**src/rtl/dmem_bytelane.sv**
```systemverilog
// rtl/dmem_bytelane.sv - byte-lane data memory with registered loads and hardware clear sweep
//
// Ports:
//   clk      rising-edge clock
//   clrn     asynchronous active-low reset
//   clr      synchronous request to re-zero the array
//   req      access request, accepted when ready is high
//   we       1 = store, 0 = load
//   size     00 byte, 01 halfword, 10 word, 11 illegal
//   sext     load sign-extension select (byte/half only)
//   addr     byte address, word index addr[AW+1:2]
//   datain   right-justified store data
//   ready    high while the array is usable (RUN)
//   done     one-cycle completion pulse per accepted request
//   err      misaligned or illegal-size flag, valid with done
//   dataout  registered load result, held until the next load
module dmem_bytelane #(
  parameter int AW = 5
) (
  input  logic        clk,
  input  logic        clrn,
  input  logic        clr,
  input  logic        req,
  input  logic        we,
  input  logic [1:0]  size,
  input  logic        sext,
  input  logic [31:0] addr,
  input  logic [31:0] datain,
  output logic        ready,
  output logic        done,
  output logic        err,
  output logic [31:0] dataout
);

  localparam int DEPTH = 1 << AW;

  typedef enum logic {S_CLEAR, S_RUN} state_t;

  state_t         state_q;
  logic [AW-1:0]  cnt_q;
  logic           done_q;
  logic           err_q;
  logic [31:0]    dout_q;
  logic [31:0]    mem_q [DEPTH];

  logic [AW-1:0]  idx;
  logic           accept;
  logic           bad;
  logic [31:0]    rword;
  logic [7:0]     rbyte;
  logic [15:0]    rhalf;
  logic [31:0]    load_val;
  logic [3:0]     be;
  logic [31:0]    wdata;
  logic           unused_addr;

  assign idx         = addr[AW+1:2];
  assign unused_addr = ^addr[31:AW+2];
  assign accept      = req && (state_q == S_RUN);

  always_comb begin
    bad = 1'b0;
    case (size)
      2'b00:   bad = 1'b0;
      2'b01:   bad = addr[0];
      2'b10:   bad = (addr[1:0] != 2'b00);
      default: bad = 1'b1;
    endcase
  end

  // Load path: pick the addressed lane(s) out of the stored word.
  always_comb begin
    rword    = mem_q[idx];
    rbyte    = rword[8*addr[1:0] +: 8];
    rhalf    = addr[1] ? rword[31:16] : rword[15:0];
    load_val = rword;
    case (size)
      2'b00:   load_val = {{24{sext & rbyte[7]}}, rbyte};
      2'b01:   load_val = {{16{sext & rhalf[15]}}, rhalf};
      default: load_val = rword;
    endcase
  end

  // Store path: replicate the right-justified data into every lane and let
  // the byte enables pick which lanes actually change.
  always_comb begin
    be    = 4'b1111;
    wdata = datain;
    case (size)
      2'b00: begin
        be    = 4'b0001 << addr[1:0];
        wdata = {4{datain[7:0]}};
      end
      2'b01: begin
        be    = addr[1] ? 4'b1100 : 4'b0011;
        wdata = {2{datain[15:0]}};
      end
      default: begin
        be    = 4'b1111;
        wdata = datain;
      end
    endcase
  end

  // Array has no reset: contents are defined by the sweep that follows reset.
  always_ff @(posedge clk) begin
    if (state_q == S_CLEAR) begin
      mem_q[cnt_q] <= 32'h0;
    end else if (accept && we && !bad) begin
      for (int b = 0; b < 4; b++) begin
        if (be[b]) begin
          mem_q[idx][8*b +: 8] <= wdata[8*b +: 8];
        end
      end
    end
  end

  always_ff @(posedge clk or negedge clrn) begin
    if (!clrn) begin
      state_q <= S_CLEAR;
      cnt_q   <= '0;
      done_q  <= 1'b0;
      err_q   <= 1'b0;
      dout_q  <= 32'h0;
    end else begin
      done_q <= accept;
      err_q  <= accept && bad;
      if (accept && !we) begin
        dout_q <= bad ? 32'h0 : load_val;
      end
      case (state_q)
        S_CLEAR: begin
          if (clr) begin
            cnt_q <= '0;
          end else if (cnt_q == '1) begin
            state_q <= S_RUN;
            cnt_q   <= '0;
          end else begin
            cnt_q <= cnt_q + 1'b1;
          end
        end
        default: begin
          // An accepted request in the clr cycle still completes above.
          if (clr) begin
            state_q <= S_CLEAR;
            cnt_q   <= '0;
          end
        end
      endcase
    end
  end

  assign ready   = (state_q == S_RUN);
  assign done    = done_q;
  assign err     = err_q;
  assign dataout = dout_q;

endmodule
```
**config.mk**
```make
export PLATFORM = sky130hd
export DESIGN_NAME = dmem_bytelane
export DESIGN_NICKNAME = d
export VERILOG_FILES = /design/src/rtl/dmem_bytelane.sv
export SDC_FILE = /design/constraint.sdc
export NUM_CORES = 1
export LEC_CHECK = 0
export ABC_CLOCK_PERIOD_IN_PS = 4600
export BUFFER_PORTS_ARGS = -buffer_cell sky130_fd_sc_hd__buf_2
export CAP_MARGIN = 20
export CORE_MARGIN = 2
export CORE_UTILIZATION = 50
export DETAILED_ROUTE_END_ITERATION = 7
export PLACE_DENSITY_LB_ADDON = 0.3
export SLEW_MARGIN = 0
export SYNTH_ARGS = -nofsm -noshare
export SYNTH_HDL_FRONTEND = slang
export SYNTH_SLANG_ARGS = --single-unit
```
**constraint.sdc**
```tcl
create_clock -name clk -period 4.6 [get_ports clk]
set_input_delay 0.69 -clock clk [delete_from_list [all_inputs] [get_ports clk]]
set_output_delay 0.69 -clock clk [all_outputs]
set_load 0.05 [all_outputs]
```
==> flow_summary.yaml, run 1 <==
outcome:
  status: "completed"
sta:
  worst_pin_slew_ns: 1.22
  fin_crit_sh_pct: 82.9
  slew_violations: 0
  fin_crit_ns: 3.81
  slew_headroom_pct: 18.0
  setup_viol: 0
  timing.fmax_mhz: 262
  rsz0062_at_grt: "false"
  hold_viol: 0
  setup_tns_ns: 0
  finClkSkew_ns: 0.0298
clock_network:
  post-cts-setup-buffer-count: 0
  clk_pin_slew_ns: 0.07
  hold_buffers: 0
  cts_buffer_depth: 3
  cts_sinks: 1064
  root_buffer: "clkbuf_16"
  cts_resized: 0
  cts_htree_levels: 3
  cts_buffers: 100
  worstSkewPairLatency_ns: 0.66
  cts_tree: "built"
die:
  coreArea_um2: 83700
  die_h_um: 295
  io_pins: 107
  initial_core_util_pct: 50.5
  dieArea_um2: 86900
  num_rows: 106
  fp.dieW_um: 295
logic_synthesis:
  seq_area_frac_synth_pct: 75.1
  synth_edf_count: 1024
  yosys_warnings: 0
  synthCells: 2111
  synth-async-reset-ratio_pct: 3.76
  synth_area_um2: 42300
  postSynthAreaPerCell_um2: 20.0
  yosys_register_bits: 1064
  ys_types: 45
  ys.flop_type: "edfxtp_1"
  syn_nets: 2185
grt:
  grt_max_degree: 77
  grt_pass1_vias: 22000
  grt.overflow.total: 0
  grt_pass1_wl_um: 151000
  grt_antenna_before_repair: 6
  grtUsageTotal_pct: 24.4
cells_and_area:
  synthToLayoutAreaGrowth_pct: 15.7
  most-common-layout-cells: "1,024 x edfxtp_1, 258 x mux4_2, 224 x buf_4"
  n_antenna_cell: 0
  final_nets: 2477
  drive_gt1_share_pct: 31.8
  layout_commonest_cell: "edfxtp_1"
  finalInstanceArea_um2: 48900
routing:
  vias: 22200
  drt-initial-drc-count: 3042
  finalWirelength_um: 104000
  antenna_left: 0
  detail_route.wl_per_cell_um: 28.8
  drc: 0
  detail_route.vias_per_cell: 6.12
  drt_pass1_iterations: 6
flow_run:
  drv_cap: 0
placement:
  post_dp_cell_area_um2: 45500
  portBuffers: 81
  place_congestion: 0.929
  dp_hpwl_um: 69000
setup_path:
  required_ns: 4.94
  crit_type: "flop to flop"
  crit_path_start_kind: "flop"
  worst_setup_path_end_kind: "flop"
  critPathMaxFanout: 16
  cp.arrival_ns: 4.16
pwr:
  leakagePower_nw: 18.8
  peakVddDrop_mv: 0.257
  powerDensity_nw_per_um2: 410
worst_hold_path:
  hold_path.class: "input pin to asynchronous set/reset pin"
## sequential cells by signal, summed over array words and instances (netlist names)
signal   count
cnt_q        5
dataout     32
done         1
err          1
mem_q     1024
ready        1
## where the power goes
group / leakage (nW) / internal, mW / switching (mW)
logic: 5.30 / 0.368 / 0.614
clock network: 1.66 / 4.97 / 3.48
registers: 11.8 / 10.6 / 0.0334
## path summary, 6_finish.rpt
path                                  from            to  slack [ns]  cells past startpoint
worst max register to register       ready  mem_q[16][8]        0.79                      7
min in group clk                       clr      cnt_q[1]        0.26                      2
worst min-delay path                  clrn      cnt_q[1]        0.16                      1
max in group asynchronous             clrn   dataout[23]        3.86                      1
worst max-delay path                 ready  mem_q[16][8]        0.79                      7
worst min register to register  dataout[4]    dataout[4]        0.51                      2
## stage by stage
step / setup slack, ns / utilization, % / hold WS (ns) / cells / power, mW
after global routing: 0.660 / 58.4 / 0.234 / 3620 / 20.6
after detailed placement: 0.493 / 54.3 / 0.491 / 3432 / 11.8
after floorplan: 1.29 / - / 0.394 / 2111 / 11.4
after global placement: 0.486 / 54.3 / 0.494 / 3432 / 11.8
final: 0.786 / 58.4 / 0.162 / 3620 / 20.1
after CTS: 0.966 / 58.4 / 0.153 / 3617 / 20.2
## cell usage after synthesis (all sizes together) (2+ instances only)
cell | number | area share, %
mux4 | 258 | 14
mux2i | 106 | 2.5
or2 | 2 | 0.030
o31ai | 2 | 0.036
nor3 | 5 | 0.059
inv | 3 | 0.027
and3 | 2 | 0.030
and2 | 13 | 0.19
nor4 | 4 | 0.059
nand2 | 82 | 0.73
a22oi | 36 | 0.64
nor2b | 21 | 0.31
o211ai | 9 | 0.16
nor2 | 185 | 1.6
o21ai | 21 | 0.25
a31oi | 9 | 0.13
a221o | 16 | 0.38
a21boi | 3 | 0.053
o21a | 6 | 0.11
o221ai | 5 | 0.10
buf | 53 | 0.71
nand3b | 6 | 0.11
nand2b | 7 | 0.10
a211oi | 20 | 0.36
a21oi | 47 | 0.56
o21ba | 2 | 0.047
nand3 | 4 | 0.047
dfrtp | 40 | 2.4
mux2 | 31 | 0.83
edfxtp | 1024 | 73
ha | 2 | 0.059
clkbuf | 70 | 0.62
o22ai | 10 | 0.15
## per-layer routing
layer | track usage [%] | part of all wire [%] | vias to the layer above
li1 | - | - | 9220
met1 | 36.4 | 41 | 11600
met2 | 35.8 | 45 | 1152
met3 | 5.72 | 11 | 168
met4 | 7.64 | 2.7 | 12
met5 | 0 | 0.068 | -
## logic make-up (layout without fill, tap and decap cells)
group | count (synthesis) | count (layout) | share of synthesized area (%)
fa+ha+maj | 2 | 2 | 0.0592
mux | 395 | 395 | 17.1
compound gates | 189 | 189 | 3.03
simple gates | 334 | 334 | 3.36
flops | 1064 | 1064 | 75.1
buf+inv | 127 | 502 | 1.37
## cell type report
cell class	instances	area [um2]
Inverter	4	15.0
Clock inverter	69	778
Tap cell	1134	1420
Timing Repair Buffer	313	2280
Sequential cell	1064	31800
Fill cell	5963	34800
Clock buffer	116	2620
Multi-Input combinational cell	920	10000
## critical path, stage by stage (launching register included)
cell	delay [ns]
dfrtp_1	0.70
nand2_1	0.20
inv_1	0.15
nand3_2	0.35
o31ai_1	0.88
nand2_1	0.65
nor2_1	0.31
buf_4	0.23
Note: power is estimated with default switching activity, not from simulation.
==> run 2, diff against run 1 <==
Settings changed: ABC_CLOCK_PERIOD_IN_PS 4600 to 3700.
Clock period 4.6 ns to 3.7 ns, I/O delays scaled along.
==> run 2 against run 1 <==
Net effect: routed wire length is 0.39% lower; combinational power rose by 28%; clock power increased by 27%; flip-flop and latch count is the same; die area stayed put; via count is 0.85% lower; clock skew is 0.0051 ns lower; maximum frequency rose by 26%; register-to-register slack worse by 0.11 ns; total power is 26% higher; first-iteration DRC count decreased by 19%; critical path type unchanged; critical endpoint is now mem_q[0][25]; count of clock-buffer cells in the layout decreased by 4.
==> flow_summary.yaml, run 2 (synthesis gave the netlist of run 1 again) <==
sta:
  worst_pin_slew_ns: 1.18
  slew_headroom_pct: 20.9
  setup_tns_ns: 0
  slew_violations: 0
  finClkSkew_ns: 0.0247
  timing.fmax_mhz: 331
  setup_viol: 0
  fin_crit_ns: 3.02
  hold_viol: 0
  rsz0062_at_grt: "false"
  fin_crit_sh_pct: 81.6
setup_path:
  crit_type: "flop to flop"
  critPathMaxFanout: 8
  required_ns: 4.06
  cp.arrival_ns: 3.38
  worst_setup_path_end_kind: "flop"
  crit_path_start_kind: "flop"
die:
  initial_core_util_pct: 50.5
  num_rows: 106
  io_pins: 107
  fp.dieW_um: 295
  dieArea_um2: 86900
  die_h_um: 295
  coreArea_um2: 83700
grt:
  grtUsageTotal_pct: 24.3
  use_met2_pct: 36.5
  grt.overflow.total: 0
  grt_antenna_before_repair: 2
  grt-busiest-layer: "met2"
  met3_usage_pct: 4.70
  grt_use_met1_pct: 36.3
  grt_pass1_wl_um: 151000
  grt_max_degree: 42
  grt_pass1_vias: 22100
routing:
  drt-initial-drc-count: 2472
  drt_pass1_iterations: 6
  detail_route.vias_per_cell: 6.04
  detail_route.wl_per_cell_um: 28.5
  antenna_left: 0
  vias: 22000
  finalWirelength_um: 104000
  drc: 0
clock_network:
  hold_buffers: 0
  clk_pin_slew_ns: 0.07
  post-cts-setup-buffer-count: 0
  cts_resized: 0
  cts_buffers: 102
  root_buffer: "clkbuf_16"
  cts_tree: "built"
  worstSkewPairLatency_ns: 0.67
  cts_sinks: 1064
  cts_htree_levels: 3
  cts_buffer_depth: 3
pwr:
  peakVddDrop_mv: 0.401
  leakagePower_nw: 18.9
  powerDensity_nw_per_um2: 512
cells_and_area:
  n_antenna_cell: 0
  final_nets: 2491
  most-common-layout-cells: "1,024 x edfxtp_1, 258 x mux4_2, 226 x buf_4"
  finalInstanceArea_um2: 49200
  seq_area_um2: 31800
  synthToLayoutAreaGrowth_pct: 16.3
  layout_commonest_cell: "edfxtp_1"
  multi_input_comb_area_um2: 10000
  top_register: "mem_q"
  drive_gt1_share_pct: 32.5
  largest_reg_flops: 1024
  fillCellCount: 5965
worst_hold_path:
  hold_path.class: "input pin to asynchronous set/reset pin"
placement:
  post_dp_cell_area_um2: 45700
  place_congestion: 0.968
  dp_hpwl_um: 69300
  portBuffers: 81
outcome:
  status: "completed"
flow_run:
  drv_cap: 0
[run 2: cell count changes in the layout (fill, tap and decap cells not counted), sizes merged]
cell      delta
inv          +4
clkbuf       -4
clkinvlp    +10
clkinv       -3
buf         +12
[run 2: critical path, stage by stage, from the launching register on]
cell     delay (ns)
dfrtp_1        0.43
nand2_1        0.12
inv_1          0.12
and3_1         0.29
mux2i_1        0.52
nor2b_1        0.39
nand2_1        0.38
nor2_1         0.21
buf_4          0.24
[run 2: routing by layer]
metal	up-vias	routed length, um	part of all wire [%]
li1	9278	-	-
met1	11600	44500	43
met2	968	47500	46
met3	145	8840	8.5
met4	0	2930	2.8
met5	-	0	0
[run 2: worst paths after layout]
check	start	end	slack, ns	depth (start not counted)
worst min register to register	dataout[2]	dataout[2]	0.49	2
worst max register to register	ready	mem_q[0][25]	0.68	8
worst min-delay path	clrn	cnt_q[1]	0.02	1
min in group clk	req	err	0.20	3
max in group asynchronous	clrn	dataout[21]	3.11	1
worst max-delay path	ready	mem_q[0][25]	0.68	8
[run 2: power by group]
group          leakage (nW)  internal, mW  total, mW  switching (mW)
registers              11.8          13.2       13.2          0.0430
logic                  5.40         0.485       1.26           0.778
clock network          1.67          6.22       10.7            4.50
total                  18.9          19.9       25.2            5.32
[run 2: area by class of cell]
cell class	count	share of cell area [%]
clock buffers	112	5.29
clock inverters	80	1.78
inverters	4	0.0305
multi-input cells	920	20.4
flip-flops and latches	1064	64.6
well taps	1134	2.88
repair buffers	325	5.05
[run 2: stage by stage]
step,hold WS [ns],setup slack [ns],util [%],total power [mW],std cells
2_1_floorplan,0.259,0.522,-,14.2,2111
3_3_place_gp,0.488,0.307,54.6,14.7,3444
3_5_place_dp,0.474,0.316,54.6,14.7,3444
4_1_cts,0.0209,0.854,58.7,25.3,3636
5_1_grt,0.113,0.655,58.8,25.9,3639
6_report,0.0219,0.679,58.8,25.2,3639
